===== src/rtl/sc_pc_sequencer_pkg.sv =====
// Shared definitions for the PC sequencer: FSM state encoding and default PC width.
// Pure declarations, so there is no latency or flow control here.
package sc_pc_sequencer_pkg;

   localparam int PCSEQ_DEFAULT_W = 11;

   typedef enum logic [2:0] {
      ST_IDLE    = 3'd0,
      ST_FETCH   = 3'd1,
      ST_ADVANCE = 3'd2,
      ST_HALT    = 3'd3,
      ST_ERROR   = 3'd4
   } pcseq_state_t;

   function automatic logic is_running(input pcseq_state_t s);
      return (s == ST_FETCH) || (s == ST_ADVANCE);
   endfunction

endpackage


===== src/rtl/sc_pc_sequencer_if.sv =====
// Control/fetch bundle between the control unit, instruction memory and the PC sequencer.
// Wires only; req/ack handshake timing is owned by the sequencer.
interface sc_pc_sequencer_if
   import sc_pc_sequencer_pkg::*;
#(
   parameter int W = PCSEQ_DEFAULT_W
);

   logic         PCSEQ_START;
   logic         PCSEQ_HALT;
   logic         PCSEQ_FETCH_ACK;
   logic         PCSEQ_BRANCH_VALID;
   logic [W-1:0] PCSEQ_BRANCH_TARGET;
   logic [W-1:0] PCSEQ_PC_OUTPUT;
   logic         PCSEQ_FETCH_REQ;
   logic         PCSEQ_RUNNING;
   logic         PCSEQ_WRAP;
   logic         PCSEQ_ERROR;

   modport master (
      output PCSEQ_START, PCSEQ_HALT, PCSEQ_FETCH_ACK,
             PCSEQ_BRANCH_VALID, PCSEQ_BRANCH_TARGET,
      input  PCSEQ_PC_OUTPUT, PCSEQ_FETCH_REQ, PCSEQ_RUNNING,
             PCSEQ_WRAP, PCSEQ_ERROR
   );

   modport slave (
      input  PCSEQ_START, PCSEQ_HALT, PCSEQ_FETCH_ACK,
             PCSEQ_BRANCH_VALID, PCSEQ_BRANCH_TARGET,
      output PCSEQ_PC_OUTPUT, PCSEQ_FETCH_REQ, PCSEQ_RUNNING,
             PCSEQ_WRAP, PCSEQ_ERROR
   );

endinterface


===== src/rtl/sc_pc_next.sv =====
// Next-PC selection: branch target or PC+1 modulo 2^W, with all-ones wrap detection.
// Purely combinational, no handshake.
module sc_pc_next
   import sc_pc_sequencer_pkg::*;
#(
   parameter int W = PCSEQ_DEFAULT_W
) (
   input  logic [W-1:0] pc,
   input  logic         branch_valid,
   input  logic [W-1:0] branch_target,
   output logic [W-1:0] pc_next,
   output logic         wrap
);

   logic [W-1:0] pc_inc;

   assign pc_inc  = pc + W'(1);
   assign pc_next = branch_valid ? branch_target : pc_inc;
   // A taken branch replaces the increment, so it also suppresses the wrap pulse.
   assign wrap    = ~branch_valid & (&pc);

endmodule


===== src/rtl/sc_pc_sequencer.sv =====
// PC sequencer: owns the PC, issues fetch req/ack, advances by +1 or branch, halt/resume, fetch timeout.
// All outputs registered; fetch-to-fetch spacing is 2 cycles minimum, a stalled ack holds FETCH up to MAX_WAIT cycles.
module sc_pc_sequencer
   import sc_pc_sequencer_pkg::*;
#(
   parameter int          DATAWIDTH_BUS_PCSEQ = PCSEQ_DEFAULT_W,
   parameter int unsigned RESET_VECTOR        = 0,
   parameter int unsigned MAX_WAIT            = 15
) (
   input logic              SC_PCSEQ_CLOCK_50,
   input logic              SC_PCSEQ_RESET_InHigh,
   sc_pc_sequencer_if.slave bus
);

   localparam int W  = DATAWIDTH_BUS_PCSEQ;
   localparam int CW = $clog2(MAX_WAIT + 1);

   pcseq_state_t state, state_nxt;
   logic [W-1:0]  pc, pc_nxt;
   logic [CW-1:0] wait_cnt, wait_cnt_nxt;
   logic          wrap_nxt;
   logic          req_q, running_q, wrap_q, error_q;
   logic [W-1:0]  adv_pc;
   logic          adv_wrap;

   sc_pc_next #(.W(W)) u_next (
      .pc            (pc),
      .branch_valid  (bus.PCSEQ_BRANCH_VALID),
      .branch_target (bus.PCSEQ_BRANCH_TARGET),
      .pc_next       (adv_pc),
      .wrap          (adv_wrap)
   );

   always_comb begin
      state_nxt    = state;
      pc_nxt       = pc;
      wait_cnt_nxt = wait_cnt;
      wrap_nxt     = 1'b0;
      case (state)
         ST_IDLE, ST_HALT: begin
            if (bus.PCSEQ_START && !bus.PCSEQ_HALT) begin
               state_nxt = ST_FETCH;
            end
         end
         ST_FETCH: begin
            // HALT is deliberately not looked at here; it only takes effect after the fetch retires.
            if (bus.PCSEQ_FETCH_ACK) begin
               state_nxt    = ST_ADVANCE;
               wait_cnt_nxt = '0;
            end else begin
               wait_cnt_nxt = wait_cnt + CW'(1);
               if (wait_cnt_nxt == CW'(MAX_WAIT)) begin
                  state_nxt = ST_ERROR;
               end
            end
         end
         ST_ADVANCE: begin
            pc_nxt    = adv_pc;
            wrap_nxt  = adv_wrap;
            state_nxt = bus.PCSEQ_HALT ? ST_HALT : ST_FETCH;
         end
         ST_ERROR: begin
            state_nxt = ST_ERROR;
         end
         default: begin
            state_nxt = ST_IDLE;
         end
      endcase
   end

   // Status flags are loaded from the next state so they line up with the state register.
   always_ff @(posedge SC_PCSEQ_CLOCK_50) begin
      if (SC_PCSEQ_RESET_InHigh) begin
         state     <= ST_IDLE;
         pc        <= W'(RESET_VECTOR);
         wait_cnt  <= '0;
         req_q     <= 1'b0;
         running_q <= 1'b0;
         wrap_q    <= 1'b0;
         error_q   <= 1'b0;
      end else begin
         state     <= state_nxt;
         pc        <= pc_nxt;
         wait_cnt  <= wait_cnt_nxt;
         req_q     <= (state_nxt == ST_FETCH);
         running_q <= is_running(state_nxt);
         wrap_q    <= wrap_nxt;
         error_q   <= (state_nxt == ST_ERROR);
      end
   end

   assign bus.PCSEQ_PC_OUTPUT = pc;
   assign bus.PCSEQ_FETCH_REQ = req_q;
   assign bus.PCSEQ_RUNNING   = running_q;
   assign bus.PCSEQ_WRAP      = wrap_q;
   assign bus.PCSEQ_ERROR     = error_q;

endmodule


===== src/flat_wrapper.sv =====
// flat-port wrapper written by rule: the top's interface ports become plain ports
module sc_pc_sequencer_flat import sc_pc_sequencer_pkg::*;
#(
   parameter int          DATAWIDTH_BUS_PCSEQ = PCSEQ_DEFAULT_W,
   parameter int unsigned RESET_VECTOR        = 0,
   parameter int unsigned MAX_WAIT            = 15
)
  (SC_PCSEQ_CLOCK_50, SC_PCSEQ_RESET_InHigh, bus_PCSEQ_START, bus_PCSEQ_HALT, bus_PCSEQ_FETCH_ACK, bus_PCSEQ_BRANCH_VALID, bus_PCSEQ_BRANCH_TARGET, bus_PCSEQ_PC_OUTPUT, bus_PCSEQ_FETCH_REQ, bus_PCSEQ_RUNNING, bus_PCSEQ_WRAP, bus_PCSEQ_ERROR);
  sc_pc_sequencer_if #(.W((11))) bus_i ();
  input logic SC_PCSEQ_CLOCK_50;
  input logic SC_PCSEQ_RESET_InHigh;
  input wire logic [$bits(bus_i.PCSEQ_START)-1:0] bus_PCSEQ_START;
  input wire logic [$bits(bus_i.PCSEQ_HALT)-1:0] bus_PCSEQ_HALT;
  input wire logic [$bits(bus_i.PCSEQ_FETCH_ACK)-1:0] bus_PCSEQ_FETCH_ACK;
  input wire logic [$bits(bus_i.PCSEQ_BRANCH_VALID)-1:0] bus_PCSEQ_BRANCH_VALID;
  input wire logic [$bits(bus_i.PCSEQ_BRANCH_TARGET)-1:0] bus_PCSEQ_BRANCH_TARGET;
  output wire logic [$bits(bus_i.PCSEQ_PC_OUTPUT)-1:0] bus_PCSEQ_PC_OUTPUT;
  output wire logic [$bits(bus_i.PCSEQ_FETCH_REQ)-1:0] bus_PCSEQ_FETCH_REQ;
  output wire logic [$bits(bus_i.PCSEQ_RUNNING)-1:0] bus_PCSEQ_RUNNING;
  output wire logic [$bits(bus_i.PCSEQ_WRAP)-1:0] bus_PCSEQ_WRAP;
  output wire logic [$bits(bus_i.PCSEQ_ERROR)-1:0] bus_PCSEQ_ERROR;
  assign bus_i.PCSEQ_START = bus_PCSEQ_START;
  assign bus_i.PCSEQ_HALT = bus_PCSEQ_HALT;
  assign bus_i.PCSEQ_FETCH_ACK = bus_PCSEQ_FETCH_ACK;
  assign bus_i.PCSEQ_BRANCH_VALID = bus_PCSEQ_BRANCH_VALID;
  assign bus_i.PCSEQ_BRANCH_TARGET = bus_PCSEQ_BRANCH_TARGET;
  assign bus_PCSEQ_PC_OUTPUT = bus_i.PCSEQ_PC_OUTPUT;
  assign bus_PCSEQ_FETCH_REQ = bus_i.PCSEQ_FETCH_REQ;
  assign bus_PCSEQ_RUNNING = bus_i.PCSEQ_RUNNING;
  assign bus_PCSEQ_WRAP = bus_i.PCSEQ_WRAP;
  assign bus_PCSEQ_ERROR = bus_i.PCSEQ_ERROR;
  sc_pc_sequencer #(.DATAWIDTH_BUS_PCSEQ(DATAWIDTH_BUS_PCSEQ), .RESET_VECTOR(RESET_VECTOR), .MAX_WAIT(MAX_WAIT)) u_core (.SC_PCSEQ_CLOCK_50(SC_PCSEQ_CLOCK_50), .SC_PCSEQ_RESET_InHigh(SC_PCSEQ_RESET_InHigh), .bus(bus_i));
endmodule

===== config.mk =====
export PLATFORM = sky130hd
export DESIGN_NAME = sc_pc_sequencer_flat
export DESIGN_NICKNAME = d
export VERILOG_FILES = /design/src/rtl/sc_pc_sequencer_pkg.sv /design/src/rtl/sc_pc_sequencer_if.sv /design/src/rtl/sc_pc_next.sv /design/src/rtl/sc_pc_sequencer.sv /design/src/flat_wrapper.sv
export SDC_FILE = /design/constraint.sdc
export NUM_CORES = 1
export LEC_CHECK = 0
export CORE_MARGIN = 2
export CORE_UTILIZATION = 48
export CTS_BUF_LIST = sky130_fd_sc_hd__clkbuf_16
export CTS_CLUSTER_SIZE = 12
export DETAILED_ROUTE_END_ITERATION = 8
export PLACE_DENSITY = 0.79
export SKIP_CTS_REPAIR_TIMING = 1
export SYNTH_ARGS = -nofsm -noshare
export SYNTH_HDL_FRONTEND = slang
export SYNTH_HIERARCHICAL = 1
export SYNTH_SLANG_ARGS = --single-unit

===== constraint.sdc =====
create_clock -name SC_PCSEQ_CLOCK_50 -period 1.9 [get_ports SC_PCSEQ_CLOCK_50]
set_clock_uncertainty 0.05 [all_clocks]
set_input_delay 0.285 -clock SC_PCSEQ_CLOCK_50 [delete_from_list [all_inputs] [get_ports SC_PCSEQ_CLOCK_50]]
set_output_delay 0.285 -clock SC_PCSEQ_CLOCK_50 [all_outputs]
set_load 0.05 [all_outputs]

# Word-level counts from Yosys, hierarchy flattened
# Cells that the tools add are included.
# classes
addsub	2
n_mul	0
div	0
magnitude_cmp	0
n_eq_ne	8
shifts	0
mux	7
bitwise_logic	3
n_reduce_logical	7
# ops
op	count
$pmux 3 s4	1
$add 11x1->11 const B	1
$mux 11	1
$reduce_and 11->1	1
$eq 3x2->1 const B	3
$mux 3	3
$eq 3x1->1 const B	2
$eq 3x3->1 const B	2
$add 4x1->4 const B	1
$eq 4x4->1 const B	1
$mux 4	1
$reduce_or 2->1	2
$logic_not 3->1	1
$mux 2	1
$not 1->1	2
$and 1x1->1	1
$logic_and 1x1->1	1
$logic_not 1->1	1
$logic_or 1x1->1	1
# word_totals
reg_bits	22
latchBits	0
mem_bits_rw	0
mem_bits_ro	0
in_bits	17
out_inout_bits	15
word_cells	34
memories	0

# Depth between registers and ports, before layout
# Gate-level depths: netlist (run 1).
# logic_depth
word_depth	7
mapped_depth	6
mapped_depth_nobuf	6

# Hierarchy
# The synthesis (run 1) kept the hierarchy.
# by_module_without_submodules
mod	instances	cells_per_inst	area_per_inst_um2	seq_area_each_um2
sc_pc_sequencer	1	111	907.1	440.4
sc_pc_next	1	52	326.6	0.0

# Worst setup path before layout (run 1)
# Ideal clock, no wire load.
# synth_path
path_type	register to register
from	register u_core.pc[0] (netlist: u_core/bus.PCSEQ_PC_OUTPUT[0])
to	register u_core.pc[10] (netlist: u_core/bus.PCSEQ_PC_OUTPUT[10])
setup_ps	71
t_arrival_ps	1909
required_time_ps	1779
path_slack_ps	-130
path_stages_with_launch	7
path_buffers	0
synth_period_minus_slack_ps	2030
cell_sequence	dfxtp_1 -> ha_1 -> nand2_1 -> or4_1 -> a31oi_1 -> nand2_1 -> a21oi_1
# synth_via
elab_chain_cells	2
# synth_rtl
item	line	rtl
from (decl)	sc_pc_sequencer.sv:19	logic [W-1:0] pc, pc_nxt;
from (signal assigned)	sc_pc_sequencer.sv:75	pc <= W'(RESET_VECTOR);
from (signal assigned)	sc_pc_sequencer.sv:83	pc <= pc_nxt;
$add 11x1->11	sc_pc_next.sv:17	assign pc_inc = pc + W'(1);
$mux 11	sc_pc_next.sv:18	assign pc_next = branch_valid ? branch_target : pc_inc;
net u_core.adv_pc[10]	sc_pc_sequencer.sv:23	logic [W-1:0] adv_pc;
# The timed path passes the listed nets, and every way through them passes these cells.
# A chain may end at the register's enable or synchronous reset.

# Worst setup path after layout (run 1)
# layout_path
from	register u_core.pc[9] (netlist: u_core/bus.PCSEQ_PC_OUTPUT[9])
to	output bus_PCSEQ_PC_OUTPUT[9]
# layout_rtl
item	line	rtl
to (decl)	flat_wrapper.sv:17	output wire logic [$bits(bus_i.PCSEQ_PC_OUTPUT)-1:0] bus_PCSEQ_PC_OUTPUT;
# No word-level cell between the ends.

==> results of run 1 <==
state kept, by name (all words and copies together) (netlist names):
name,cells
u_core/bus.PCSEQ_ERROR,1
u_core/bus.PCSEQ_RUNNING,1
u_core/bus.PCSEQ_FETCH_REQ,1
u_core/bus.PCSEQ_PC_OUTPUT,11
u_core/bus.PCSEQ_WRAP,1
u_core/state,3
u_core/wait_cnt,4
cell usage after synthesis:
library cell	instances
a221o_1	3
o211ai_1	2
o21ai_0	6
a31oi_1	3
mux2_2	1
clkinv_1	1
and3_1	1
nand3_2	2
nor2_1	10
nand3b_1	1
dfxtp_1	22
o31ai_2	1
a21oi_1	19
o221ai_1	1
o21ai_1	2
nand3_4	1
o22a_1	1
a211oi_1	1
inv_1	2
and4b_1	1
ha_1	3
nand2_1	37
xnor2_1	1
o311a_1	1
nor2b_1	3
buf_2	3
or2_0	1
nor3_1	8
buf_6	1
or4_1	4
o311a_2	1
inv_2	2
nor3b_1	2
xor2_1	2
nand4_1	1
nand3_1	5
or3_1	1
clkbuf_1	4
o31ai_1	2
kinds of logic after synthesis:
family / Yosys count / share of synthesized area [%]
AND/OR/NAND/NOR: 78 / 31.2
AO/OA/AOI/OAI: 43 / 22.1
flip-flops: 22 / 35.7
buffers and inverters: 13 / 4.87
XOR/XNOR: 3 / 2.13
adder cells (fa/ha/maj): 3 / 3.04
multiplexers: 1 / 0.913
final cells by class:
type                            instances  area share (%)
Clock inverter                          1            1.80
Multi-Input combinational cell        128            43.9
Clock buffer                            3            4.49
Sequential cell                        22            26.5
Timing Repair Buffer                   36            19.9
Tap cell                               30            2.25
Inverter                                5            1.12
power breakdown:
| part | switching, mW | total, mW | internal (mW) |
|---|---|---|---|
| sequential | 0.0140 | 0.487 | 0.473 |
| clock | 0.167 | 0.586 | 0.418 |
| combinational | 0.0848 | 0.158 | 0.0732 |
routing by layer:
metal | share of wire (%) | routed length (um) | track usage, % | up-vias
met4 | 1.5 | 45 | 9.58 | 0
met1 | 44 | 1350 | 26.9 | 590
met5 | 0 | 0 | 0 | -
met2 | 48 | 1470 | 36.7 | 53
li1 | - | - | - | 642
met3 | 7.2 | 222 | 4.37 | 7
worst max-delay path by stage:
stage,start,end,slack (ns),depth (start not counted)
final,u_core/bus.PCSEQ_PC_OUTPUT[9]$_SDFFE_PP0N_,bus_PCSEQ_PC_OUTPUT[9],0.07,1
after global routing,u_core/bus.PCSEQ_PC_OUTPUT[5]$_SDFFE_PP0N_,bus_PCSEQ_PC_OUTPUT[5],0.02,1
after CTS,u_core/bus.PCSEQ_PC_OUTPUT[9]$_SDFFE_PP0N_,bus_PCSEQ_PC_OUTPUT[9],0.07,1
after detailed placement,bus_PCSEQ_FETCH_ACK,u_core/bus.PCSEQ_RUNNING$_SDFF_PP0_,0.15,5
after global placement,bus_PCSEQ_BRANCH_VALID,u_core/bus.PCSEQ_PC_OUTPUT[7]$_SDFFE_PP0N_,0.20,6
after floorplan,u_core/bus.PCSEQ_PC_OUTPUT[2]$_SDFFE_PP0N_,u_core/bus.PCSEQ_PC_OUTPUT[9]$_SDFFE_PP0N_,0.004,5
through the flow:
stage | power [mW] | utilization [%] | hold slack, ns | area, sq um | std cells
floorplan | 0.583 | - | 0.319 | 1240 | 163
global placement | 0.650 | 63.8 | 0.421 | 1570 | 221
detailed placement | 0.654 | 63.8 | 0.433 | 1570 | 221
CTS | 1.24 | 68.0 | 0.441 | 1670 | 225
global route | 1.28 | 68.0 | 0.465 | 1670 | 225
finish | 1.23 | 68.0 | 0.446 | 1670 | 225
==> impl_metrics.env, run 1 <==
export IMPL_hold_path_cell_count=2
export IMPL_synth_avg_cell_area_sq_um=7.57
export IMPL_worstHoldEndpoint="u_core/bus.PCSEQ_PC_OUTPUT[1]$_SDFFE_PP0N_"
export IMPL_crit_path_max_fanout=5
export IMPL_diodes=0
export IMPL_core_area_sq_mm=0.00245
export IMPL_p_leak_nw=0.582
export IMPL_yosysTopAreaCell="dfxtp_1"
export IMPL_clock_sinks=22
export IMPL_rows=18
export IMPL_syn_nets=183
export IMPL_gp_congestion=0.826
export IMPL_max_freq_ghz=0.548
export IMPL_hold_viol=0
export IMPL_startpoint_type="register"
export IMPL_fill_cells=221
export IMPL_clk_pin_slew_ns=0.06
export IMPL_arrival_ns=1.49
export IMPL_ys_seq_elements=22
export IMPL_ys_seq_area_share_pct=35.7
export IMPL_h_tree_depth=1
export IMPL_holdCritStartpoint="u_core/bus.PCSEQ_PC_OUTPUT[1]$_SDFFE_PP0N_"
export IMPL_ant_nets=0
export IMPL_tns_ns=0
export IMPL_die_h_um=54.7
export IMPL_cp_slowest_cell="clkdlybuf4s50_1"
export IMPL_critPathRequiredTime_ns=1.56
export IMPL_initialDrtViolationCount=25
export IMPL_pwr_density_cell_mw_per_mm2=737
export IMPL_cts_buffers=3
export IMPL_maxCapViolCount=0
export IMPL_synth_area_leaders="dfxtp_1, nand2_1, a21oi_1"
export IMPL_io_buffer_count=31
export IMPL_syn_area_sq_mm=0.00123
export IMPL_slew_headroom_pct=65.3
export IMPL_setup_viol=0
export IMPL_grt_pass1_vias=1111
export IMPL_io_pins=32
export IMPL_seqCellArea_sq_um=443
export IMPL_clock_root_buffer="clkbuf_16"
export IMPL_min_path_type="register to register"
export IMPL_nNetsFinal=216
export IMPL_grt_pass1_wl_um=4730
export IMPL_critPathBufInv=1
export IMPL_drc_errors=0
export IMPL_area_growth_pct=35.4
export IMPL_via_per_inst=5.74
export IMPL_r2r_setup_slack_ns=0.11
export IMPL_grt_max_degree=22
export IMPL_final_common_cell="nand2_1"
export IMPL_syn_inst=163
export IMPL_layout_drive_gt1_share_pct=12.8
export IMPL_cts_tree="built"
export IMPL_worst_path_dominant_cell_family="buffers and inverters"
export IMPL_vdd_drop_max_uv=585
export IMPL_multiInputGateArea_sq_um=733
export IMPL_vias=1292
export IMPL_die_x_um=54.7
export IMPL_path_class="register to output pin"
export IMPL_worstReg2RegStart="u_core/wait_cnt[0]$_SDFFE_PP0P_"
export IMPL_r2r_cells=6
export IMPL_antenna_found_initial=0
export IMPL_layout_min_cycle_time_ns=1.83
export IMPL_layout_common_cells="nand2_1, clkdlybuf4s50_1, dfxtp_1"
export IMPL_start_util_pct=50.3
export IMPL_yosys_warnings=6
export IMPL_dieArea_sq_mm=0.00299
export IMPL_rsz0062_at_grt="no"
export IMPL_hpwl_um=2200
export IMPL_dp_slack_ns=0.145
export IMPL_setup_slack_ns=0.0738
export IMPL_r2r_end="u_core/bus.PCSEQ_RUNNING$_SDFF_PP0_"
export IMPL_yosysTopAreaCellShare_pct=35.7
export IMPL_grt_overflow_total=0
export IMPL_drt_first_pass_iters=4
export IMPL_worstSetupEndpointType="output pin"
export IMPL_routedWlPerCell_um=13.7
export IMPL_outcome="complete, no violations"
export IMPL_worstMarginPinSlew_ns=0.519
export IMPL_track_usage_pct=21.9
export IMPL_period_share_pct=96.1
export IMPL_cts_path_max_buffers=2
export IMPL_slowest_delay_ns=0.85
export IMPL_worstSkewPairLatency_ns=0.25
export IMPL_routed_wl_um=3080
export IMPL_ys_types=39
export IMPL_drv_slew=0
export IMPL_path_cells="clkdlybuf4s50_1"
(Power assumes the default switching activity.)
==> run 2, diff against run 1 <==
GPL_TIMING_DRIVEN = 0   (was not set)
SKIP_CTS_REPAIR_TIMING = not set   (was 1)
==> run 2 against run 1 <==
Against the previous run:
- global-route usage is 1.2 points lower
- maximum frequency is 1.4% lower
- sequential share of layout area is 0.19 points higher
- clock power is 28% lower
- hold slack worse by 0.0034 ns
- setup slack worse by 0.025 ns
- sequential power hardly changed
- sequential cell count stayed put
- first-iteration DRC count is 52% higher
- register-to-register slack better by 0.02 ns
- critical path type unchanged
- highest routed layer unchanged
==> impl_metrics.env, run 2 (synthesis gave the netlist of run 1 again) <==
export IMPL_nNetsFinal=218
export IMPL_worstMarginPinSlew_ns=0.514
export IMPL_path_cells="clkdlybuf4s50_1"
export IMPL_drv_slew=0
export IMPL_core_area_sq_mm=0.00245
export IMPL_antenna_found_initial=0
export IMPL_ant_nets=0
export IMPL_cts_path_max_buffers=2
export IMPL_path_class="register to output pin"
export IMPL_worst_path_dominant_cell_family="buffers and inverters"
export IMPL_wl_met1_um=1330
export IMPL_r2r_cells=6
export IMPL_routedWlPerCell_um=13.6
export IMPL_cp_slowest_cell="clkdlybuf4s50_1"
export IMPL_r2r_setup_slack_ns=0.13
export IMPL_diodes=0
export IMPL_fin_cells=226
export IMPL_hold_ws_ns=0.443
export IMPL_io_buffer_count=30
export IMPL_crit_path_max_fanout=5
export IMPL_largest_reg_flops=11
export IMPL_period_share_pct=97.4
export IMPL_p_sw_mw=0.242
export IMPL_comb_power_share_pct=14.5
export IMPL_placed_cells=223
export IMPL_track_usage_pct=20.7
export IMPL_wl_met2_um=1520
export IMPL_top_layer="met4"
export IMPL_vias=1305
export IMPL_slowest_delay_ns=0.84
export IMPL_crit_end="bus_PCSEQ_PC_OUTPUT[4]"
export IMPL_worstSetupEndpointType="output pin"
export IMPL_setup_viol=0
export IMPL_die_h_um=54.7
export IMPL_power_total_mw=1.06
export IMPL_maxCapViolCount=0
export IMPL_via_per_inst=5.77
export IMPL_worstReg2RegStart="u_core/wait_cnt[0]$_SDFFE_PP0P_"
export IMPL_placed_cell_area_sq_mm=0.00157
export IMPL_hold_viol=0
export IMPL_grt_pass1_vias=1113
export IMPL_arrival_ns=1.52
export IMPL_min_path_type="register to register"
export IMPL_routed_wl_um=3060
export IMPL_final_area_sq_mm=0.00166
export IMPL_cts_tree="built"
export IMPL_pwr_density_cell_mw_per_mm2=638
export IMPL_initialDrtViolationCount=38
export IMPL_postCtsSetupBuffers=0
export IMPL_outcome="complete, no violations"
export IMPL_final_common_cell="nand2_1"
export IMPL_cts_resized=0
export IMPL_worstSetupStartpoint="u_core/bus.PCSEQ_PC_OUTPUT[4]$_SDFFE_PP0N_"
export IMPL_clk_pin_slew_ns=0.06
export IMPL_fill_cells=213
export IMPL_r2r_end="u_core/bus.PCSEQ_RUNNING$_SDFF_PP0_"
export IMPL_drc_errors=0
export IMPL_swShare_pct=22.8
export IMPL_wl_met3_um=193
export IMPL_gp_congestion=0.864
export IMPL_area_growth_pct=34.8
export IMPL_start_util_pct=50.3
export IMPL_sequentialPowerShare_pct=45.9
export IMPL_postCtsHoldBufs=0
export IMPL_p_clk_share_pct=39.6
export IMPL_p_int_mw=0.819
export IMPL_critPathBufInv=1
export IMPL_rows=18
export IMPL_vdd_drop_max_uv=568
export IMPL_clock_root_buffer="clkbuf_16"
export IMPL_grt_pass1_wl_um=4520
export IMPL_layout_drive_gt1_share_pct=9.69
export IMPL_slew_headroom_pct=65.7
export IMPL_io_pins=32
export IMPL_hpwl_um=2280
export IMPL_startpoint_type="register"
export IMPL_dieArea_sq_mm=0.00299
export IMPL_grt_max_degree=12
export IMPL_critPathRequiredTime_ns=1.56
export IMPL_grt_overflow_total=0
export IMPL_cts_buffers=3
export IMPL_p_leak_nw=0.627
export IMPL_clock_sinks=22
export IMPL_max_freq_ghz=0.540
export IMPL_h_tree_depth=1
export IMPL_worstSkewPairLatency_ns=0.25
export IMPL_layout_common_cells="nand2_1, clkdlybuf4s50_1, a21oi_1, dfxtp_1, nor2_1"
export IMPL_die_x_um=54.7
export IMPL_cp_num_cells=1
export IMPL_drt_first_pass_iters=4
export IMPL_layout_min_cycle_time_ns=1.85
export IMPL_rsz0062_at_grt="no"
export IMPL_tns_ns=0
## run 2: changes by cell type in the layout (fill, tap and decap cells not counted), moves of 3 or more
cell,delta
buf_4,-11
dlymetal6s2s_1,+4
clkbuf_1,+4
buf_2,+3
## run 2: through the flow
stage | util, % | setup slack (ns)
2_1_floorplan | - | 0.00428
3_3_place_gp | 64.1 | 0.141
3_5_place_dp | 64.1 | 0.136
4_1_cts | 67.2 | 0.00000477
5_1_grt | 67.7 | 0.00605
6_report | 67.7 | 0.0486
## run 2: layout make-up
| cell class | count | area, sq um | area share (%) |
|---|---|---|---|
| multi-input cells | 128 | 736 | 44.2 |
| flip-flops and latches | 22 | 444 | 26.7 |
| plain buffers | 8 | 41.3 | 2.48 |
| clock buffers | 3 | 75.1 | 4.51 |
| inverters | 5 | 18.8 | 1.13 |
| well taps | 30 | 37.5 | 2.26 |
| repair buffers | 30 | 310 | 18.7 |
## run 2: routing by layer
layer,global-route usage (%),up-vias
met2,36.9,53
met4,8.75,0
met5,0,-
li1,-,647
met1,24.1,603
met3,3.28,2
## run 2: tightest hold or removal path, cell delays in order, from the launching register on
cell and delay, ns:
dfxtp_2 0.34, nand2_1 0.05, a21oi_1 0.06
## run 2: worst min-delay path by stage
stage,startpoint,end,slack [ns],cells after the start
finish,u_core/bus.PCSEQ_PC_OUTPUT[1]$_SDFFE_PP0N_,u_core/bus.PCSEQ_PC_OUTPUT[1]$_SDFFE_PP0N_,0.44,2
global placement,u_core/bus.PCSEQ_PC_OUTPUT[1]$_SDFFE_PP0N_,u_core/bus.PCSEQ_PC_OUTPUT[1]$_SDFFE_PP0N_,0.42,2
global route,u_core/bus.PCSEQ_PC_OUTPUT[1]$_SDFFE_PP0N_,u_core/bus.PCSEQ_PC_OUTPUT[1]$_SDFFE_PP0N_,0.45,2
CTS,u_core/bus.PCSEQ_PC_OUTPUT[1]$_SDFFE_PP0N_,u_core/bus.PCSEQ_PC_OUTPUT[1]$_SDFFE_PP0N_,0.44,2
floorplan,SC_PCSEQ_RESET_InHigh,u_core/state[1]$_SDFF_PP0_,0.32,1
detailed placement,u_core/bus.PCSEQ_PC_OUTPUT[1]$_SDFFE_PP0N_,u_core/bus.PCSEQ_PC_OUTPUT[1]$_SDFFE_PP0N_,0.44,2
## run 2: power groups by stage
stage | Clock, mW | Sequential (mW) | Combinational, mW
2_1_floorplan | 0 | 0.521 | 0.0617
3_3_place_gp | 0 | 0.496 | 0.149
3_5_place_dp | 0 | 0.496 | 0.152
4_1_cts | 0.434 | 0.486 | 0.154
5_1_grt | 0.450 | 0.488 | 0.164
6_report | 0.421 | 0.487 | 0.154
